--- src/rtl/test2_bist_pkg.sv ---
// Shared types and default constants for the test2 BIST controller and its MISR.
package test2_bist_pkg;

  localparam int               PAT_W    = 7;
  localparam int               SIG_W    = 16;
  localparam logic [SIG_W-1:0] SIG_POLY = 16'h1021;
  localparam logic [SIG_W-1:0] SIG_INIT = 16'hFFFF;
  localparam int               PAT_CNT  = 1 << PAT_W;

  typedef enum logic [1:0] {
    IDLE = 2'd0,
    RUN  = 2'd1,
    DONE = 2'd2
  } state_t;

endpackage

--- src/rtl/bist_misr.sv ---
// Serial-input multiple-input signature register: init loads SIG_INIT, shift_en compacts din.
module bist_misr
  import test2_bist_pkg::*;
#(
  parameter int               SIG_W    = test2_bist_pkg::SIG_W,
  parameter logic [SIG_W-1:0] SIG_POLY = test2_bist_pkg::SIG_POLY,
  parameter logic [SIG_W-1:0] SIG_INIT = test2_bist_pkg::SIG_INIT
) (
  input  logic             clk,
  input  logic             rst_n,
  input  logic             init,
  input  logic             shift_en,
  input  logic             din,
  output logic [SIG_W-1:0] sig
);

  logic fb;

  assign fb = sig[SIG_W-1] ^ din;

  // NOTE: reset is synchronous, so rst_n is tested inside the clocked block only.
  always_ff @(posedge clk) begin
    if (!rst_n) begin
      sig <= '0;
    end else if (init) begin
      sig <= SIG_INIT;
    end else if (shift_en) begin
      sig <= {sig[SIG_W-2:0], 1'b0} ^ (fb ? SIG_POLY : '0);
    end
  end

endmodule

--- src/rtl/test2_bist_ctrl.sv ---
// Exhaustive stimulus/MISR-response BIST controller for the test2 netlist.
// Optional first-failure capture against the built-in model n = L[2]: define BIST_FAIL_CAPTURE_EN.
module test2_bist_ctrl
  import test2_bist_pkg::*;
#(
  parameter int               PAT_W    = test2_bist_pkg::PAT_W,
  parameter int               SIG_W    = test2_bist_pkg::SIG_W,
  parameter logic [SIG_W-1:0] SIG_POLY = test2_bist_pkg::SIG_POLY,
  parameter logic [SIG_W-1:0] SIG_INIT = test2_bist_pkg::SIG_INIT,
  parameter logic [SIG_W-1:0] EXP_SIG  = 16'h0000
) (
  input  logic             clk,
  input  logic             rst_n,
  input  logic             start,
  output logic [3:0]       s,
  output logic [2:0]       L,
  input  logic             n,
  output logic             busy,
  output logic             done,
  output logic             pass,
  output logic [SIG_W-1:0] signature,
`ifdef BIST_FAIL_CAPTURE_EN
  output logic             fail_seen,
  output logic [PAT_W-1:0] first_fail_idx,
`endif
  output logic [PAT_W-1:0] pat_idx
);

  localparam logic [PAT_W-1:0] PAT_LAST = PAT_W'(PAT_CNT - 1);

  state_t           state;
  logic [PAT_W-1:0] pat_q;
  logic             accept;
  logic             last;
  logic             fail_now;
  logic [SIG_W-1:0] sig_next;

  assign s       = pat_q[3:0];
  assign L       = pat_q[6:4];
  assign pat_idx = pat_q;

  assign accept = start && (state != RUN);
  assign last   = (state == RUN) && (pat_q == PAT_LAST);

  // The verdict is registered on the wrap edge, so it looks at the MISR's incoming value.
  assign sig_next = {signature[SIG_W-2:0], 1'b0}
                  ^ ((signature[SIG_W-1] ^ n) ? SIG_POLY : '0);

  bist_misr #(
    .SIG_W    (SIG_W),
    .SIG_POLY (SIG_POLY),
    .SIG_INIT (SIG_INIT)
  ) u_misr (
    .clk      (clk),
    .rst_n    (rst_n),
    .init     (accept),
    .shift_en (state == RUN),
    .din      (n),
    .sig      (signature)
  );

`ifdef BIST_FAIL_CAPTURE_EN
  logic mismatch;

  assign mismatch = (state == RUN) && (n != L[2]);
  assign fail_now = fail_seen || mismatch;

  always_ff @(posedge clk) begin
    if (!rst_n) begin
      fail_seen      <= 1'b0;
      first_fail_idx <= '0;
    end else if (accept) begin
      fail_seen      <= 1'b0;
      first_fail_idx <= '0;
    end else if (mismatch && !fail_seen) begin
      fail_seen      <= 1'b1;
      first_fail_idx <= pat_q;
    end
  end
`else
  assign fail_now = 1'b0;
`endif

  // NOTE: every register here uses <= so all outputs update together from pre-edge values.
  always_ff @(posedge clk) begin
    if (!rst_n) begin
      state <= IDLE;
      pat_q <= '0;
      busy  <= 1'b0;
      done  <= 1'b0;
      pass  <= 1'b0;
    end else begin
      case (state)
        IDLE, DONE: begin
          if (start) begin
            state <= RUN;
            pat_q <= '0;
            busy  <= 1'b1;
            done  <= 1'b0;
            pass  <= 1'b0;
          end
        end
        RUN: begin
          pat_q <= pat_q + 1'b1;
          if (last) begin
            state <= DONE;
            busy  <= 1'b0;
            done  <= 1'b1;
            pass  <= (sig_next == EXP_SIG) && !fail_now;
          end
        end
        default: begin
          state <= IDLE;
          pat_q <= '0;
          busy  <= 1'b0;
          done  <= 1'b0;
          pass  <= 1'b0;
        end
      endcase
    end
  end

endmodule

--- config.mk ---
export PLATFORM = sky130hd
export DESIGN_NAME = test2_bist_ctrl
export DESIGN_NICKNAME = d
export VERILOG_FILES = /design/src/rtl/test2_bist_pkg.sv /design/src/rtl/bist_misr.sv /design/src/rtl/test2_bist_ctrl.sv
export SDC_FILE = /design/constraint.sdc
export NUM_CORES = 1
export LEC_CHECK = 0
export CORE_MARGIN = 5
export CORE_UTILIZATION = 43
export CTS_BUF_LIST = sky130_fd_sc_hd__clkbuf_16
export CTS_CLUSTER_DIAMETER = 120
export DETAILED_ROUTE_END_ITERATION = 8
export GPL_ROUTABILITY_DRIVEN = 1
export GPL_TIMING_DRIVEN = 0
export PLACE_DENSITY = 0.86
export SYNTH_ARGS = -nofsm -noshare
export SYNTH_HDL_FRONTEND = slang
export SYNTH_HIERARCHICAL = 1
export SYNTH_SLANG_ARGS = --single-unit
--- constraint.sdc ---
create_clock -name clk -period 1.35 [get_ports clk]
set_input_delay 0.2025 -clock clk [delete_from_list [all_inputs] [get_ports clk]]
set_output_delay 0.2025 -clock clk [all_outputs]
set_load 0.005 [all_outputs]
======== Yosys cells after proc, flatten, opt, wreduce, memory -nomap -nowiden ========
Index checks and enable logic that the tools add are counted.
word-level totals
  register bits ........................... 28
  input bits .............................. 4
  output and inout bits ................... 33
  logic and storage cells ................. 38
operators by class
  $add $sub $neg .......................... 1
  eq/ne operators ......................... 6
  mux-type cells .......................... 16
  bitwise operators ....................... 2
  reduce and logical (&&, ||, !) cells .... 7
operator list
  cell                   count
  $mux W16               2
  $logic_not A16 Y1      1
  $xor A16 B13 Y16       1
  $pmux W7 S2            1
  $mux W13               1
  $add A7 B1 Y7 const B  1
  $eq A7 B7 Y1 const B   1
  $mux W7                1
  $pmux W1 S2            3
  $mux W1                5
  $mux W2                2
  $ne A2 B2 Y1 const B   2
  $pmux W2 S2            1
  $eq A2 B1 Y1 const B   1
  $eq A2 B2 Y1 const B   1
  $logic_and A1 B1 Y1    2
  $logic_not A2 Y1       1
  $ne A2 B1 Y1 const B   1
  $reduce_and A2 Y1      1
  $reduce_bool A2 Y1     1
  $reduce_or A2 Y1       1
  $xor A1 B1 Y1          1

======== Depth between registers and ports, before layout ========
  word-level depth ........................ 6
  mapped depth ............................ 7
  mapped depth without buffers ............ 5

======== Cells and area by module ========
Netlist, hierarchy kept.
by module, submodules not included
  module           instances  cells an instance  area each (um^2)  seq. area each (um^2)
  bist_misr        1          60                 739.5             320.3
  test2_bist_ctrl  1          75                 631.9             220.2

======== Least setup slack after synthesis ========
No wires, ideal clock.
  path kind ............................... reg-to-reg
  start ................................... register state[1]
  end ..................................... register u_misr.sig[11]
  library setup time ...................... 0.115 ns
  arrival time ............................ 1.357 ns
  required time ........................... 1.235 ns
  slack ................................... -0.122 ns
  cell stages (with the launch flop) ...... 7
  buffers on the path ..................... 2
  clock period less this slack ............ 1.472 ns
  cell sequence ........................... dfxtp_1 -> nand2b_1 -> buf_6 -> inv_2 -> buf_6 -> mux2_4 -> o21a_1
on the way
  cells in the longest elaborated chain, start to end .. 3
  elaborated cells between the ends (all ways) .. 5
  those cells by class .................... 2 x eq/ne; 1 x mux; 2 x reduce/logical
RTL lines
  element                                         RTL line                text
  from (decl)                                     test2_bist_ctrl.sv:31   state_t state;
  from (signal assigned)                          test2_bist_ctrl.sv:87   state <= IDLE;
  from (signal assigned)                          test2_bist_ctrl.sv:96   state <= RUN;
  from (signal assigned)                          test2_bist_ctrl.sv:106  state <= DONE;
  $ne A2 B1 Y1                                    test2_bist_ctrl.sv:42   assign accept = start && (state != RUN);
  $logic_and A1 B1 Y1                             test2_bist_ctrl.sv:42
  $mux W16 or $reduce_bool A2 Y1 (tied branches)  -
  to (signal assigned)                            bist_misr.sv:28         sig <= {sig[SIG_W-2:0], 1'b0} ^ (fb ? SIG_POLY : '0);
  to (decl)                                       bist_misr.sv:14         output logic [SIG_W-1:0] sig
Parallel ways exist; a longest one is shown, timed or not.
A chain may end at the register's enable or synchronous reset.

======== Worst setup path after layout ========
  start ................................... register state[1]
  end ..................................... register u_misr.sig[4]
Same word-level chain as after synthesis.

==> results.sh <==
export IMPL_cap_violations=0
export IMPL_fin_tns_setup_ps=0
export IMPL_rsz0062_at_grt="yes"
export IMPL_area_growth_pct=61.95
export IMPL_critical_path_class="reg2reg"
export IMPL_die_width_um=66.47
export IMPL_grt_antenna_before_repair=0
export IMPL_placed_cell_area_um2=1823
export IMPL_max_freq_ghz=0.7453
export IMPL_slowest_stage="dfxtp_2"
export IMPL_drive_gt1_share_pct=47.42
export IMPL_gp_congestion=0.8422
export IMPL_dp_cells=215
export IMPL_syn_nets=140
export IMPL_startpoint_type="register"
export IMPL_max_vdd_ir_drop_mv=0.8089
export IMPL_finalNetCount=200
export IMPL_wl_um=3946
export IMPL_final_area_um2=2221
export IMPL_overflow=0
export IMPL_setup_violations=0
export IMPL_place_ws_ps=-322.3
export IMPL_clkLatencyLatePin_ps=260
export IMPL_crit_start="state[1]$_SDFFE_PN0P_"
export IMPL_worst_path_buf_inv=2
export IMPL_detail_route_antenna_nets=0
export IMPL_nFillCells=231
export IMPL_grt_max_degree=15
export IMPL_cts_buffers=3
export IMPL_grt_busiest_layer="met2"
export IMPL_finClkSkew_ps=7.147
export IMPL_grt_pass1_vias=1290
export IMPL_first_pass_iters=5
export IMPL_fin_hold_ws_ps=341.2
export IMPL_num_vias=1277
export IMPL_layout_commonest_cell="buf_4"
export IMPL_slowest_delay_ps=330
export IMPL_synthesis_area_um2=1371
export IMPL_mostFrequentLayoutCells="26 x buf_4, 19 x dfxtp_2, 15 x clkdlybuf4s50_1"
export IMPL_port_buffers=36
export IMPL_crit_arrival_ps=1500
export IMPL_maxSlewHeadroom_pct=69.10
export IMPL_cts_sinks=27
export IMPL_cts_hold_buf=0
export IMPL_grt_first_pass_wirelength_um=6175
export IMPL_root_buffer="clkbuf_16"
export IMPL_min_path_type="in2reg"
export IMPL_path_cells="nand2b_4 > inv_8 > buf_12 > mux2_4 > o21a_1"
export IMPL_grtUsageTotal_pct=17.76
export IMPL_drc=0
export IMPL_cp_max_fo=7
export IMPL_cp_required_ps=1510
export IMPL_hold_viol_final=0
export IMPL_synthTopCellsByArea="dfxtp_1 39%, mux2_4 12%, o21a_1 7.7%"
export IMPL_htree_levels=1
export IMPL_slew_viol_final=0
export IMPL_ios=37
export IMPL_reg2reg_from="state[1]$_SDFFE_PN0P_"
export IMPL_wl_per_cell_um=16.58
export IMPL_final_min_period_over_clock_period_pct=99.39
export IMPL_initial_utilization_pct=44.92
export IMPL_yosysTopAreaCell="dfxtp_1"
export IMPL_end_kind="register"
export IMPL_status="finished clean"
export IMPL_yosysWarnings=6
export IMPL_cts_tree="yes"
export IMPL_rows=20
export IMPL_hp_start="start"
export IMPL_p_leak_nw=1.059
export IMPL_synth_seq_cells=27
export IMPL_power_density_nw_per_um2=955.6
export IMPL_via_per_inst=5.366
export IMPL_cts_buffer_depth=2
export IMPL_yosysTopAreaCellShare_pct=39.42
export IMPL_diodes=0
export IMPL_syn_instance_count=135
export IMPL_tightest_slew_ps=461.8
export IMPL_core_um2=3053
export IMPL_synth_seq_area_share_pct=39.42
export IMPL_final_cells=238
export IMPL_drt_iter0_markers=60
export IMPL_grt_use_met3_pct=3.541
export IMPL_dieArea_um2=4418
export IMPL_clk_pin_slew_ps=70
export IMPL_power_mw=2.122
export IMPL_die_h_um=66.47
export IMPL_period_needed_ps=1342
export IMPL_avgSynthCellArea_um2=10.16
export IMPL_synth_cell_type_count=41
export IMPL_post_route_util_pct=72.75
export IMPL_grtUsageMet2_pct=32.47
export IMPL_grtUsageMet1_pct=21.20
export IMPL_crit_family="flip-flops"
export IMPL_fin_ws_ps=8.184
export IMPL_dp_hpwl_um=2380
-- kinds of logic (layout without fill, tap and decap cells) --
family / Yosys count / in the layout / share of synthesized area (%)
and+or+nand+nor: 40 / 40 / 17.24
AOI/OAI and AO/OA: 36 / 36 / 18.70
DFF: 27 / 27 / 39.42
buffers and inverters: 16 / 75 / 8.211
muxes: 13 / 13 / 13.69
xor gates and xnor gates: 2 / 2 / 1.825
adders and majority gates: 1 / 1 / 0.9123
-- cell usage after synthesis --
library cell and number:
a21boi_0 2, a21boi_1 1, a21oi_1 3, a22oi_1 2, a311oi_1 2, a31o_2 1
a31oi_1 1, and2_1 3, and3_1 2, and3_4 1, and3b_1 2, and4_1 1
buf_2 3, buf_4 7, buf_6 3, clkbuf_1 2, dfxtp_1 27, ha_1 1
inv_2 1, mux2_1 1, mux2_2 1, mux2_4 11, nand2_1 4, nand2b_1 3
nand3_1 5, nand3b_1 1, nor2_1 8, nor2b_1 2, nor3_1 1, nor4_1 3
nor4b_1 1, nor4bb_1 2, o21a_1 14, o21ai_0 4, o21ai_1 1, o221ai_1 2
o31a_1 1, o31ai_1 2, or3_1 1, xnor2_1 1, xnor2_2 1
-- worst min-delay path: stages --
cell and delay [ps]:
dlymetal6s2s_1 190, nand2b_1 90, a21boi_0 70
-- final cells by class --
| cell class | instances | area (µm²) | share of cell area, % |
|---|---|---|---|
| well taps | 44 | 55.05 | 2.479 |
| repair buffers | 56 | 565.5 | 25.46 |
| inverters | 1 | 11.26 | 0.5070 |
| clock inverters | 1 | 3.754 | 0.1690 |
| multi-input cells | 92 | 799.5 | 36.00 |
| plain buffers | 14 | 120.1 | 5.408 |
| flip-flops and latches | 27 | 590.6 | 26.59 |
| clock buffers | 3 | 75.07 | 3.380 |
-- what timing repair did --
action | CTS | global route
endpoints found under the setup margin | 48 | 32
gates resized for setup | 50 | 23
buffers inserted | 13 | 6
gates cloned | 1 | 1
pin swaps | 5 | 6
-- power breakdown --
group	internal, mW	switching [mW]	total, mW	leakage, nW
clock	0.397	0.271	0.668	0.0423
combinational	0.321	0.201	0.522	0.784
sequential	0.860	0.0733	0.933	0.233
total	1.58	0.545	2.12	1.06
-- registers in the layout, indices dropped and copies added (netlist names) --
signal and flops:
busy 1, pass 1, pat_idx 7, state 2
u_misr/sig 16
-- final timing paths --
check	endpoint	slack, ps	cells past startpoint
min	state[0]$_SDFFE_PN0P_	340	3
max reg2reg	u_misr/sig[4]$_SDFFE_PN0P_	8	5
max	u_misr/sig[4]$_SDFFE_PN0P_	8	5
min reg2reg	busy$_SDFFE_PN0P_	480	2
-- metal layers --
metal	routed length (µm)	part of all wire, %
met3	215	5.4
met4	34	0.86
met1	1606	41
met2	2089	53
met5	0	0
(Power assumes the default switching activity.)
